### src/rtl/vedic_mac_pipe.sv
// Pipelined Vedic (split-operand) multiply-accumulate with group framing and valid/ready handshakes.
// Optional build macro SATURATE_EN: clamp the accumulator to all-ones on carry-out instead of wrapping.
module vedic_mac_pipe #(
  parameter int unsigned WIDTH = 8,
  parameter int unsigned ACC_W = 24
) (
  input  logic             clk,
  input  logic             rst_n,
  input  logic             in_valid,
  output logic             in_ready,
  input  logic [WIDTH-1:0] a,
  input  logic [WIDTH-1:0] b,
  input  logic             in_first,
  input  logic             in_last,
  output logic             out_valid,
  input  logic             out_ready,
  output logic [ACC_W-1:0] out_acc,
  output logic             out_ovf,
  output logic             busy
);

  localparam int unsigned H   = WIDTH / 2;
  localparam int unsigned P_W = 2 * WIDTH;

  generate
    if ((WIDTH % 2) != 0 || WIDTH < 4 || ACC_W < 2 * WIDTH) begin : g_bad_param
      $error("vedic_mac_pipe: WIDTH must be even and >= 4, ACC_W must be >= 2*WIDTH");
    end
  endgenerate

  typedef enum logic {IDLE, OPEN} state_t;

  state_t             state_q, state_d;
  logic               v1_q, v1_d, f1_q, f1_d, l1_q, l1_d;
  logic [WIDTH-1:0]   a1_q, a1_d, b1_q, b1_d;
  logic               v2_q, v2_d, f2_q, f2_d, l2_q, l2_d;
  logic [WIDTH-1:0]   pll_q, pll_d, plh_q, plh_d, phl_q, phl_d, phh_q, phh_d;
  logic               v3_q, v3_d, f3_q, f3_d, l3_q, l3_d;
  logic [P_W-1:0]     p3_q, p3_d;
  logic [ACC_W-1:0]   acc_q, acc_d, out_acc_q, out_acc_d;
  logic               ovf_q, ovf_d, out_ovf_q, out_ovf_d, out_valid_q, out_valid_d;
  logic               stall;
  logic [ACC_W:0]     sum;
  logic [H-1:0]       al, ah, bl, bh;

  always_comb begin
    stall    = out_valid_q & ~out_ready;
    in_ready = rst_n & ~stall;
    busy     = v1_q | v2_q | v3_q | (state_q == OPEN) | out_valid_q;
  end

  assign out_valid = out_valid_q;
  assign out_acc   = out_acc_q;
  assign out_ovf   = out_ovf_q;

  // Next-state for the operand pipeline and the accumulator; everything holds on stall.
  always_comb begin
    state_d     = state_q;
    v1_d        = v1_q;
    f1_d        = f1_q;
    l1_d        = l1_q;
    a1_d        = a1_q;
    b1_d        = b1_q;
    v2_d        = v2_q;
    f2_d        = f2_q;
    l2_d        = l2_q;
    pll_d       = pll_q;
    plh_d       = plh_q;
    phl_d       = phl_q;
    phh_d       = phh_q;
    v3_d        = v3_q;
    f3_d        = f3_q;
    l3_d        = l3_q;
    p3_d        = p3_q;
    acc_d       = acc_q;
    ovf_d       = ovf_q;
    out_acc_d   = out_acc_q;
    out_ovf_d   = out_ovf_q;
    out_valid_d = out_valid_q;
    al          = a1_q[H-1:0];
    ah          = a1_q[WIDTH-1:H];
    bl          = b1_q[H-1:0];
    bh          = b1_q[WIDTH-1:H];
    sum         = {1'b0, acc_q} + (ACC_W + 1)'(p3_q);

    if (!stall) begin
      v1_d  = in_valid & in_ready;
      a1_d  = a;
      b1_d  = b;
      f1_d  = in_first;
      l1_d  = in_last;

      v2_d  = v1_q;
      f2_d  = f1_q;
      l2_d  = l1_q;
      pll_d = WIDTH'(al) * WIDTH'(bl);
      plh_d = WIDTH'(al) * WIDTH'(bh);
      phl_d = WIDTH'(ah) * WIDTH'(bl);
      phh_d = WIDTH'(ah) * WIDTH'(bh);

      v3_d  = v2_q;
      f3_d  = f2_q;
      l3_d  = l2_q;
      p3_d  = (P_W'(phh_q) << WIDTH) + ((P_W'(plh_q) + P_W'(phl_q)) << H) + P_W'(pll_q);

      out_valid_d = 1'b0;
      if (v3_q) begin
        if (state_q == IDLE || f3_q) begin
          acc_d = ACC_W'(p3_q);
          ovf_d = 1'b0;
        end else begin
`ifdef SATURATE_EN
          acc_d = sum[ACC_W] ? '1 : sum[ACC_W-1:0];
`else
          acc_d = sum[ACC_W-1:0];
`endif
          ovf_d = ovf_q | sum[ACC_W];
        end
        state_d = OPEN;
        if (l3_q) begin
          out_valid_d = 1'b1;
          out_acc_d   = acc_d;
          out_ovf_d   = ovf_d;
          state_d     = IDLE;
        end
      end
    end
  end

  always_ff @(posedge clk) begin
    if (!rst_n) begin
      state_q     <= IDLE;
      v1_q        <= 1'b0;
      f1_q        <= 1'b0;
      l1_q        <= 1'b0;
      a1_q        <= '0;
      b1_q        <= '0;
      v2_q        <= 1'b0;
      f2_q        <= 1'b0;
      l2_q        <= 1'b0;
      pll_q       <= '0;
      plh_q       <= '0;
      phl_q       <= '0;
      phh_q       <= '0;
      v3_q        <= 1'b0;
      f3_q        <= 1'b0;
      l3_q        <= 1'b0;
      p3_q        <= '0;
      acc_q       <= '0;
      ovf_q       <= 1'b0;
      out_acc_q   <= '0;
      out_ovf_q   <= 1'b0;
      out_valid_q <= 1'b0;
    end else begin
      state_q     <= state_d;
      v1_q        <= v1_d;
      f1_q        <= f1_d;
      l1_q        <= l1_d;
      a1_q        <= a1_d;
      b1_q        <= b1_d;
      v2_q        <= v2_d;
      f2_q        <= f2_d;
      l2_q        <= l2_d;
      pll_q       <= pll_d;
      plh_q       <= plh_d;
      phl_q       <= phl_d;
      phh_q       <= phh_d;
      v3_q        <= v3_d;
      f3_q        <= f3_d;
      l3_q        <= l3_d;
      p3_q        <= p3_d;
      acc_q       <= acc_d;
      ovf_q       <= ovf_d;
      out_acc_q   <= out_acc_d;
      out_ovf_q   <= out_ovf_d;
      out_valid_q <= out_valid_d;
    end
  end

endmodule

### config.mk
export PLATFORM = sky130hd
export DESIGN_NAME = vedic_mac_pipe
export DESIGN_NICKNAME = d
export VERILOG_FILES = /design/src/rtl/vedic_mac_pipe.sv
export SDC_FILE = /design/constraint.sdc
export NUM_CORES = 1
export LEC_CHECK = 0
export CELL_PAD_IN_SITES_DETAIL_PLACEMENT = 0
export CELL_PAD_IN_SITES_GLOBAL_PLACEMENT = 1
export CORE_MARGIN = 3
export CORE_UTILIZATION = 35
export CTS_BUF_LIST = sky130_fd_sc_hd__clkbuf_4 sky130_fd_sc_hd__clkbuf_8 sky130_fd_sc_hd__clkbuf_16
export CTS_CLUSTER_SIZE = 8
export DETAILED_ROUTE_END_ITERATION = 6
export GPL_ROUTABILITY_DRIVEN = 0
export GPL_TIMING_DRIVEN = 0
export PLACE_DENSITY_LB_ADDON = 0.12
export SETUP_SLACK_MARGIN = 0.5
export SYNTH_ARGS = -nofsm -noshare
export SYNTH_HDL_FRONTEND = slang
export SYNTH_SLANG_ARGS = --single-unit
### constraint.sdc
create_clock -name clk -period 4.5 [get_ports clk]
set_input_delay 0.9 -clock clk [delete_from_list [all_inputs] [get_ports clk]]
set_output_delay 0.9 -clock clk [all_outputs]
set_load 0.005 [all_outputs]
==> metrics.csv, run 1 <==
stage,metric,value,unit
sta,worst_pin_slew,868,ps
grt,grt_overflow,0,
grt,first_global_vias,7108,
route,vias,7235,
synth,synthFlopType,dfxtp_1,
sta,clock_skew,9.85,ps
layout,fillCellCount,2409,
floorplan,placementRows,55,
route,wl_met3,738,um
layout,area_growth,17.8,%
synth,async_flop_share,0,
route,highest_layer,met4,
clocking,h-tree-depth,4,
hold_path,holdCritPathClass,reg2reg,
synth,syn_area,8170,um2
sta,holdWs,452,ps
floorplan,core_area,22800,um2
clocking,cts_tree,built,
layout,multi_input_area,5330,um2
route,dr.pass1.iters,5,
synth,synth_top_area_frac,0.306,
sta,max_freq,0.269,GHz
critical_path,end_kind,output pin,
route,avgRoutedWirePerCell,17.7,um
route,avgViaCountPerCell,5.11,
critical_path,worstPathArrival,2810,ps
route,ant_nets,0,
layout,layout.area.seq,2500,um2
critical_path,start_kind,input pin,
layout,antenna_cells,0,
pwr,seq_power_share,0.418,
pwr,pwr-share-clk,0.488,
layout,final_common_cell,nand2_1,
synth,synthTopCellsByArea,"dfxtp_1 31%, ha_1 13%, nand2_1 8.0%",
grt,grt_pass1_wl,40000,um
clocking,cts_resized,0,
synth,yosysWarnings,0,
critical_path,path_class,in2out,
layout,mostFrequentLayoutCells,"174 x nand2_1, 130 x a21oi_1, 125 x dfxtp_1, 82 x ha_1, 59 x nor2_1",
pwr,p_int,2.10,mW
route,wl_met2,12100,um
clocking,postCtsSetupRepairBufs,0,
synth,synth_nets,1147,
synth,synth-edff-count,0,
critical_path,cp_max_fo,10,
clocking,clk_latency,430,ps
synth,synth_top_area_cell,dfxtp_1,
clocking,cts-root-buf,clkbuf_16,
pwr,vdd_drop_max,0.000178,V
placement,port_buffers,48,
clocking,numCtsBuffers,17,
clocking,hold_buffers,0,
run,cap_violations,0,
synth,seq_area_frac_synth,0.306,
sta,period_needed,3710,ps
grt,track_usage,0.200,
synth,yosysUniqueCellTypes,63,
floorplan,die_x,159,um
sta,hold_viol,0,
sta,slew_headroom,0.421,
layout,fin_util,0.423,
route,wl_met1,11600,um
floorplan,fp.dieH,159,um
sta,setup_viol,0,
grt,grt_max_degree,17,
placement,dpl.hpwl,18700,um
synth,syn_inst,1024,
status,status,"finished, final reports clean",
floorplan,start_util,0.359,
sta,rsz0062_at_grt,no,
layout,drive_above_1_share,0.0362,
clocking,clock_sinks,125,
route,drt-total-wl,25000,um
floorplan,dieArea,25200,um2
layout,postLayoutCellArea,9620,um2
clocking,clock_tree.buffer_depth,2,
sta,period_share,0.825,
critical_path,required,3600,ps
synth,synth_seq_cells,125,
clocking,clkTransAtPathRegs,60,ps
pwr,combPwrFrac,0.094,
pwr,p_sw_frac,0.253,
floorplan,ioPinCount,50,
synth,avgSynthCellArea,7.98,um2
layout,finalNetCount,1214,
route,drt_iter0_markers,374,
sta,finalMaxSlewViolations,0,
pwr,p_per_area,293,nW/um2
grt,grt_antenna_before_repair,0,
pwr,p_sw,714,uW
placement,dpl_cell_area,9040,um2
sta,setup_tns,0,ps
pwr,p_leak,4.02,nW
route,drc,0,
[power groups by stage]
stage               logic [mW]  registers [mW]  clock network, mW
finish                   0.265            1.18               1.38
global route             0.301            1.18               1.45
floorplan                0.184            1.19                  0
global placement         0.264            1.20                  0
detailed placement       0.264            1.20                  0
CTS                      0.268            1.18               1.40
[layout make-up]
class	instances	area share
timing repair buffer	48	0.0499
tap	313	0.0407
multi-input combinational	809	0.553
sequential	125	0.260
inverter	33	0.0129
buffer	57	0.0226
clock inverter	6	0.00598
clock buffer	26	0.0545
[per-stage QoR]
stage,power (mW),setup slack [ps],instances
3_5_place_dp,1.47,747,1385
5_1_grt,2.94,673,1417
4_1_cts,2.85,759,1417
2_1_floorplan,1.37,1540,1024
6_report,2.82,788,1417
3_3_place_gp,1.47,807,1385
[registers in the layout, summed over array words and instances (netlist names), 8 cells and up]
register / flops
a1_q: 8
acc_q: 24
b1_q: 8
out_acc: 24
p3_q: 16
phh_q: 8
phl_q: 8
plh_q: 8
pll_q: 8
[worst max-delay path, stage by stage]
cell and delay (ps):
clkdlybuf4s50_1 490, nand2b_1 180, clkbuf_1 420, nand2_1 220, inv_1 100, clkdlybuf4s50_1 510
[path summary, 6_finish.rpt]
path	from	endpoint	slack [ps]	depth (start not counted)
setup / recovery	out_ready	in_ready	790	6
hold / removal	f2_q	f2_q	450	2
setup reg to reg	a1_q[0]	plh_q[7]	1160	12
hold reg to reg	f2_q	f2_q	450	2
[kinds of logic (layout without fill, tap and decap cells)]
| kind of cell | count (synthesis) | count (layout) | synth area share |
|---|---|---|---|
| AO/OA/AOI/OAI | 278 | 278 | 0.214 |
| XOR/XNOR | 32 | 32 | 0.0343 |
| adder cells (fa/ha/maj) | 101 | 101 | 0.172 |
| buffers and inverters | 90 | 170 | 0.0418 |
| flip-flops | 125 | 125 | 0.306 |
| multiplexers | 6 | 6 | 0.00735 |
| AND/OR/NAND/NOR | 392 | 392 | 0.224 |
[synth_stat cells (3+ instances only)]
cell type / instances
and2_1: 51
nand3_1: 36
xor2_1: 12
nand4_1: 11
nand2b_1: 7
mux2i_1: 6
o21bai_1: 6
o21ai_0: 34
o221ai_1: 8
a21oi_1: 130
nor2b_1: 4
o211a_1: 4
nor3b_1: 3
o21ai_1: 11
and3_1: 4
a211oi_1: 20
o21a_1: 4
dfxtp_1: 125
or3_1: 10
xnor2_1: 20
ha_1: 82
nor3_1: 17
inv_1: 33
nand2_1: 174
o211ai_1: 5
clkbuf_1: 42
a21o_1: 22
fa_1: 19
buf_2: 3
nor2_1: 59
o41ai_1: 3
buf_1: 12
or2_1: 4
o311ai_1: 4
a31oi_1: 3
[routing by layer]
layer / GRT usage / up-vias
met1: 0.252 / 3337
met5: 0 / -
met4: 0.0577 / 0
li1: - / 3740
met2: 0.352 / 126
met3: 0.0326 / 32
No activity file was read; power rests on OpenSTA's default activity.
==> run 2: changes to the inputs <==
clock period = 3.2 ns   (was 4.5 ns; I/O delays follow)
==> run 2 against run 1 <==
Against the previous run: register-to-register slack got worse by 870 ps; critical path type is now reg2reg; clock power increased by 35%; power increased by 40%.
==> metrics.csv, run 2 (synthesis gave the netlist of run 1 again) <==
stage,metric,value,unit,change
floorplan,start_util,0.359,,unchanged
pwr,finalPower,3.94,mW,+40%
sta,setup_viol,0,,unchanged
sta,worst_pin_slew,855,ps,-12.8 ps
critical_path,end_kind,register,,
route,avgRoutedWirePerCell,17.5,um,-1.2%
route,drt-total-wl,25500,um,+1.7%
clocking,cts_tree,built,,
hold_path,hold_depth,2,,unchanged
floorplan,core_area,22800,um2,unchanged
clocking,clk_latency,420,ps,about the same
route,ant_nets,0,,unchanged
layout,mostFrequentLayoutCells,"163 x nand2_1, 109 x a21oi_1, 109 x dfxtp_1, 74 x ha_1, 58 x nor2_1",,
critical_path,rr_worst_depth,15,,+3
critical_path,r2r-start,phl_q[0],,
critical_path,cp_max_fo,3,,-7
placement,dpl_cell_area,9100,um2,+0.64%
clocking,clkTransAtPathRegs,60,ps,about the same
floorplan,die_x,159,um,unchanged
grt,track_usage,0.201,,+0.00121
layout,drive_above_1_share,0.151,,+0.115
clocking,numCtsBuffers,17,,unchanged
critical_path,worstPathArrival,3180,ps,+370 ps
grt,first_global_vias,7365,,+3.6%
sta,finalMaxSlewViolations,0,,unchanged
status,status,"finished, final reports clean",,
route,avgViaCountPerCell,5.15,,+0.93%
hold_path,holdCritPathClass,reg2reg,,
sta,hold_viol,0,,unchanged
critical_path,cp-startpoint,phl_q[0],,
clocking,h-tree-depth,4,,unchanged
sta,slew_headroom,0.430,,+0.00854
pwr,vdd_drop_max,0.000251,V,+41%
pwr,p_per_area,381,nW/um2,+30%
layout,finalNetCount,1258,,+3.6%
placement,dpl.hpwl,18800,um,+0.56%
sta,rsz0062_at_grt,yes,,
sta,clock_skew,8.85,ps,-0.992 ps
floorplan,placementRows,55,,unchanged
layout,antenna_cells,0,,unchanged
sta,max_freq,0.344,GHz,
route,drt_iter0_markers,348,,-7.0%
grt,grt_pass1_wl,40200,um,+0.48%
grt,grt_max_degree,17,,unchanged
critical_path,r2r_setup_slack,290,ps,-870 ps
floorplan,ioPinCount,50,,unchanged
pwr,p_leak,4.34,nW,+7.9%
clocking,hold_buffers,0,,unchanged
placement,port_buffers,48,,unchanged
route,vias,7519,,+3.9%
floorplan,fp.dieH,159,um,unchanged
route,dr.pass1.iters,7,,+2
run,cap_violations,0,,unchanged
clocking,clock_sinks,125,,unchanged
grt,grt_antenna_before_repair,0,,unchanged
layout,fillCellCount,2351,,-2.4%
clocking,cts-root-buf,clkbuf_16,,
grt,grt_overflow,0,,unchanged
critical_path,required,3480,ps,-120 ps
sta,period_share,0.908,,
sta,period_needed,2910,ps,
route,drc,0,,unchanged
layout,area_growth,26.4,%,
critical_path,worstSetupEndpoint,p3_q[14],,
critical_path,start_kind,register,,
layout,postLayoutCellArea,10300,um2,+7.3%
layout,final_common_cell,nand2_1,,
critical_path,r2r-end,p3_q[14],,
critical_path,path_class,reg2reg,,
clocking,clock_tree.buffer_depth,2,,unchanged
floorplan,dieArea,25200,um2,unchanged
[run 2: report_power, final]
group / internal, mW / switching [mW] / total [mW]
Combinational: 0.188 / 0.239 / 0.427
Clock: 1.13 / 0.728 / 1.86
Sequential: 1.60 / 0.0527 / 1.65
Total: 2.92 / 1.02 / 3.94
[run 2: final cells by class]
type	count	area, um2	share of cell area
Tap cell	313	392	0.0379
Clock inverter	8	67.6	0.00654
Multi-Input combinational cell	809	5640	0.546
Inverter	33	124	0.0120
Sequential cell	125	2550	0.247
Timing Repair Buffer	92	817	0.0791
Buffer	57	254	0.0246
Clock buffer	22	482	0.0467
[run 2: worst min-delay path by stage]
| stage | slack [ps] | end | from |
|---|---|---|---|
| 2_1_floorplan | 430 | f1_q | f1_q |
| 3_3_place_gp | 440 | f2_q | f2_q |
| 3_5_place_dp | 450 | f2_q | f2_q |
| 4_1_cts | 460 | f2_q | f2_q |
| 5_1_grt | 480 | out_acc[20] | out_acc[20] |
| 6_report | 460 | f2_q | f2_q |
[run 2: layer usage]
layer  wire, um  vias up  part of all wire  track usage
met5          0        -                 0            0
li1           -     3833                 -            -
met1      11600     3549              0.45        0.250
met2      12800      108              0.50        0.363
met4        350        0             0.014       0.0481
met3        721       29             0.028       0.0339
[run 2: stage by stage]
| step | cells | TNS [ps] | hold WS [ps] | utilization | setup WS (ps) |
|---|---|---|---|---|---|
| after floorplan | 1024 | 0 | 432 | - | 413 |
| after global placement | 1385 | 0 | 443 | 0.400 | 3.59 |
| after detailed placement | 1385 | -34.7 | 449 | 0.400 | -34.7 |
| after CTS | 1448 | 0 | 456 | 0.441 | 165 |
| after global routing | 1459 | 0 | 483 | 0.453 | 85.1 |
| final | 1459 | 0 | 456 | 0.453 | 294 |
[run 2: critical path, stage by stage, from the launching register on]
cell and delay, ps:
dfxtp_4 370, ha_4 130, inv_2 30, fa_2 390, inv_2 50, a21o_1 110, a21oi_2 60, o21bai_1 170
a21oi_2 90, xnor2_1 140, ha_2 340, nand2_2 50, or2_1 230, a221oi_2 310, mux2i_1 220, nor3_1 70
[run 2: what timing repair did]
item                                    4_1_cts  5_1_grt
endpoints found under the setup margin       21       50
resized for setup                            60       49
pin swaps                                    65       40
setup buffers                                33       11
